`config.mk`:
```
export PLATFORM = sky130hd
export DESIGN_NAME = bcd_down_timer
export DESIGN_NICKNAME = d
export VERILOG_FILES = /design/src/rtl/bcd_down_timer.sv
export SDC_FILE = /design/constraint.sdc
export NUM_CORES = 1
export LEC_CHECK = 0
export CORE_MARGIN = 2
export CORE_UTILIZATION = 35
export CTS_CLUSTER_DIAMETER = 150
export DETAILED_ROUTE_END_ITERATION = 12
export PLACE_DENSITY = 0.74
export SYNTH_ARGS = -nofsm -noshare
export SYNTH_HDL_FRONTEND = slang
export SYNTH_SLANG_ARGS = --single-unit
export TNS_END_PERCENT = 100
```
`constraint.sdc`:
```
create_clock -name clk -period 3 [get_ports clk]
set_input_delay 0.9 -clock clk [delete_from_list [all_inputs] [get_ports clk]]
set_output_delay 0.9 -clock clk [all_outputs]
set_load 0.02 [all_outputs]
```
`src/rtl/bcd_down_timer.sv`:
```
// bcd_down_timer
//   Loadable BCD down-counter with a small run-control FSM
//   (IDLE, RUN, PAUSE, DONE). Commands are prioritised
//   load > stop > start and evaluated every cycle. All outputs are registered.
//
//   Optional feature macro: BCD_TIMER_AUTO_RELOAD_EN
//     When the macro is defined, the terminal event still pulses tc.
//     The FSM stays in RUN, and the next enabled cycle reloads count from the
//     value last loaded. A reload value of zero still ends in DONE.
//     When the macro is undefined, the terminal event always ends in DONE and
//     no reload register is built.
//
//   Valid/ready semantics: none. Every command is a level that is sampled on
//   each rising clk edge. Nothing is ever back-pressured.
//
// Ports
//   clk       rising-edge clock
//   clr       asynchronous active-low reset
//   en        count enable; it only matters in RUN
//   load      parallel load; it is honoured in every state
//   load_val  BCD load value, with digit 0 in [3:0]; digits above 9 clamp to 9
//   start     begin or resume counting
//   stop      pause counting
//   count     registered BCD count
//   tc        one-cycle pulse, high while count first shows 0
//   busy      high in RUN and PAUSE
//   done      high in DONE
module bcd_down_timer #(
  parameter int DIGITS = 2
) (
  input  logic                clk,
  input  logic                clr,
  input  logic                en,
  input  logic                load,
  input  logic [4*DIGITS-1:0] load_val,
  input  logic                start,
  input  logic                stop,
  output logic [4*DIGITS-1:0] count,
  output logic                tc,
  output logic                busy,
  output logic                done
);

  localparam int W = 4 * DIGITS;

  typedef enum logic [1:0] {
    IDLE  = 2'd0,
    RUN   = 2'd1,
    PAUSE = 2'd2,
    DONE  = 2'd3
  } state_t;

  state_t         state, state_next;
  logic [W-1:0]   count_next;
  logic           tc_next;
  logic [W-1:0]   load_clean;
  logic [W-1:0]   count_dec;
  logic           count_zero;
  logic           count_one;

  // Clamp every nibble above 9 down to 9, so count never holds a non-BCD digit.
  function automatic logic [W-1:0] sanitize(input logic [W-1:0] v);
    logic [W-1:0] r;
    r = v;
    for (int d = 0; d < DIGITS; d++) begin
      if (v[4*d +: 4] > 4'd9) r[4*d +: 4] = 4'd9;
    end
    return r;
  endfunction

  // Ripple-borrow BCD decrement. A zero digit wraps to 9 and passes the
  // borrow on to the next digit.
  function automatic logic [W-1:0] bcd_dec(input logic [W-1:0] v);
    logic [W-1:0] r;
    logic         borrow;
    r      = v;
    borrow = 1'b1;
    for (int d = 0; d < DIGITS; d++) begin
      if (borrow) begin
        if (v[4*d +: 4] == 4'd0) begin
          r[4*d +: 4] = 4'd9;
        end else begin
          r[4*d +: 4] = v[4*d +: 4] - 4'd1;
          borrow      = 1'b0;
        end
      end
    end
    return r;
  endfunction

  assign load_clean = sanitize(load_val);
  assign count_dec  = bcd_dec(count);
  assign count_zero = (count == '0);
  assign count_one  = (count == W'(1));

`ifdef BCD_TIMER_AUTO_RELOAD_EN
  logic [W-1:0] reload_q;

  always_ff @(posedge clk or negedge clr) begin
    if (!clr)      reload_q <= '0;
    else if (load) reload_q <= load_clean;
  end
`endif

  always_comb begin
    state_next = state;
    count_next = count;
    tc_next    = 1'b0;
    if (load) begin
      // load beats everything, including a terminal event in the same cycle.
      state_next = IDLE;
      count_next = load_clean;
    end else begin
      case (state)
        IDLE: begin
          if (start && !count_zero) state_next = RUN;
        end
        RUN: begin
          // stop beats a coincident terminal event: no decrement and no tc.
          if (stop) begin
            state_next = PAUSE;
          end else if (en) begin
            if (count_one) begin
              count_next = '0;
              tc_next    = 1'b1;
`ifdef BCD_TIMER_AUTO_RELOAD_EN
              if (reload_q == '0) state_next = DONE;
`else
              state_next = DONE;
`endif
            end else begin
`ifdef BCD_TIMER_AUTO_RELOAD_EN
              // After the terminal event count sits at 0 in RUN, and the next
              // enabled edge restarts the count from the reload register.
              if (count_zero) count_next = reload_q;
              else
`endif
              count_next = count_dec;
            end
          end
        end
        PAUSE: begin
          if (!stop && start) state_next = RUN;
        end
        DONE: begin
          state_next = DONE;
        end
        default: state_next = IDLE;
      endcase
    end
  end

  always_ff @(posedge clk or negedge clr) begin
    if (!clr) begin
      state <= IDLE;
      count <= '0;
      tc    <= 1'b0;
      busy  <= 1'b0;
      done  <= 1'b0;
    end else begin
      state <= state_next;
      count <= count_next;
      tc    <= tc_next;
      busy  <= (state_next == RUN) || (state_next == PAUSE);
      done  <= (state_next == DONE);
    end
  end

endmodule

```
==> flow_metrics.env <==
export IMPL_holdPathStages=2
export IMPL_clock_sinks=13
export IMPL_fp_dieW_um=54.2
export IMPL_pre_cts_slack_ps=401
export IMPL_finalSetupTns_ps=0
export IMPL_period_minus_slack_ps=2350
export IMPL_pwr_density_cell_nw_per_um2=419
export IMPL_cts_tree="yes"
export IMPL_r2r_end="busy"
export IMPL_pin_count=25
export IMPL_place_gp_congestion=0.809
export IMPL_path_class="register to primary output"
export IMPL_critPathMaxFanout=9
export IMPL_ys_types=37
export IMPL_critPathSlowestCell="clkdlybuf4s50_1"
export IMPL_n_antenna_cell=0
export IMPL_cts_buffers=3
export IMPL_crit_path_end_kind="primary output"
export IMPL_grt_first_pass_wirelength_um=3540
export IMPL_num_vias=875
export IMPL_peakVddDrop_mv=0.197
export IMPL_syn2layout_area_growth_pct=33.7
export IMPL_grt_max_degree=14
export IMPL_synth_area_leaders="dfrtp_1, ha_1, a21oi_1"
export IMPL_holdBufCountCts=0
export IMPL_required_ps=2100
export IMPL_htreeDepth=1
export IMPL_slew_violations=0
export IMPL_syn_area_per_cell_um2=9.37
export IMPL_syn_num_nets=114
export IMPL_synth_top_area_share=0.369
export IMPL_wirelength_um=2230
export IMPL_worstRegToRegCells=7
export IMPL_path_clk_slew_ps=90
export IMPL_ant_nets=0
export IMPL_p_leak_nw=0.467
export IMPL_crit_path_max_incr_delay_ps=660
export IMPL_post_cts_buffers=0
export IMPL_firstDrtPassIters=5
export IMPL_status="completed"
export IMPL_seq_area_frac_synth=0.369
export IMPL_grt_overflow=0
export IMPL_slew_headroom=0.596
export IMPL_die_h_um=54.2
export IMPL_core_um2=2430
export IMPL_dp_hpwl_um=1680
export IMPL_clock_path_buffers=2
export IMPL_instances_no_fill=151
export IMPL_cts_repair_resized=0
export IMPL_hold_path_class="register to register"
export IMPL_fmax_mhz=425
export IMPL_drive_gt1_frac=0.0992
export IMPL_dp_cells=147
export IMPL_grt_usage=0.172
export IMPL_fin_crit_sh=0.784
export IMPL_die_area_um2=2930
export IMPL_synth_async_reset_ratio=1.00
export IMPL_yosys_warnings=0
export IMPL_synth_edf_count=0
export IMPL_yosysTopAreaCell="dfrtp_1"
export IMPL_hold_viol_final=0
export IMPL_holdPathEnd="count[1]"
export IMPL_drcViolationCount=0
export IMPL_postSynthCellCount=94
export IMPL_antenna_found_initial=0
export IMPL_num_rows=18
export IMPL_worstPathArrival_ps=1450
export IMPL_startpoint_type="register"
export IMPL_path_cells="clkdlybuf4s50_1"
export IMPL_fin_skew_ps=7.06
export IMPL_cap_violations=0
export IMPL_synth_seq_cells=13
export IMPL_nets=142
export IMPL_wire_per_inst_um=14.8
export IMPL_clock_latency_ps=290
export IMPL_initial_utilization=0.362
export IMPL_mostFrequentLayoutCells="clkdlybuf4s50_1, dfrtp_1, a21oi_1"
export IMPL_r2r_start="count[1]"
export IMPL_drt_iter0_markers=20
export IMPL_worstMarginPinSlew_ps=604
export IMPL_crit_buf_inv=1
export IMPL_critPathTopFamily="buffers and inverters"
export IMPL_portBuffers=24
export IMPL_grt_pass1_vias=799
export IMPL_setup_violations=0
export IMPL_final_common_cell="clkdlybuf4s50_1"
export IMPL_fin_ws_ps=647
export IMPL_clk_root_buffer_cell="clkbuf_4"
export IMPL_min_from="count[1]"
export IMPL_viasPerCell=5.79
export IMPL_ys_flop_type="dfrtp_1"
export IMPL_synth_cell_area_um2=881
export IMPL_rsz0062_at_grt="false"
export IMPL_r2r_slack_ps=770
export IMPL_total_power_w=0.000493
## how the worst max path moves through the flow
stage | end | cells past startpoint | slack [ps] | start
2_1_floorplan | busy | 7 | 1080 | count[4]
3_3_place_gp | count[6] | 5 | 560 | en
3_5_place_dp | count[2] | 6 | 400 | en
4_1_cts | count[2] | 1 | 650 | count[2]
5_1_grt | count[2] | 1 | 580 | count[2]
6_report | count[2] | 1 | 650 | count[2]
## registers in the layout, summed over array words and instances, names as in the netlist
signal,cells
tc,1
count,8
done,1
state,2
busy,1
## cell type report
cell class / instances / area (um2)
multi-input combinational: 71 / 507
inverter: 7 / 26.3
tap: 30 / 37.5
sequential: 13 / 325
clock buffer: 4 / 26.3
timing repair buffer: 26 / 255
fill: 222 / 1250
## metal layers
metal | track usage | up-vias | routed length, um
met1 | 0.190 | 418 | 926
met2 | 0.293 | 40 | 1090
li1 | - | 410 | -
met3 | 0.0389 | 7 | 158
met5 | 0 | - | 0
met4 | 0.113 | 0 | 53
## metrics by stage
stage               instance area (um2)  utilization  hold slack, ps
floorplan                           881            -             604
detailed placement                 1150        0.473             640
global placement                   1150        0.473             622
finish                             1180        0.484             664
CTS                                1180        0.484             663
global route                       1180        0.484             701
## cells in the mapped netlist, types with 2 or more instances
master	number
o21ai_0	4
nor3b_1	3
nor2_1	5
a2111oi_0	2
dfrtp_1	13
o21ba_2	2
a21oi_1	9
nand2_1	5
ha_1	6
a211oi_1	3
a31oi_1	3
inv_1	7
nor3_1	5
nand2b_1	4
## power by group
group          switching, W  internal [W]
Combinational     0.0000780     0.0000825
Sequential        0.0000257      0.000193
Clock             0.0000626     0.0000517
## cells by family (layout without fill, tap and decap cells)
logic type	after synthesis	count (layout)	synth area share
fa+ha+maj	6	6	0.0852
buf+inv	10	37	0.0554
flops	13	13	0.369
compound gates	32	32	0.257
simple gates	33	33	0.233
No activity file was read; power rests on OpenSTA's default activity.
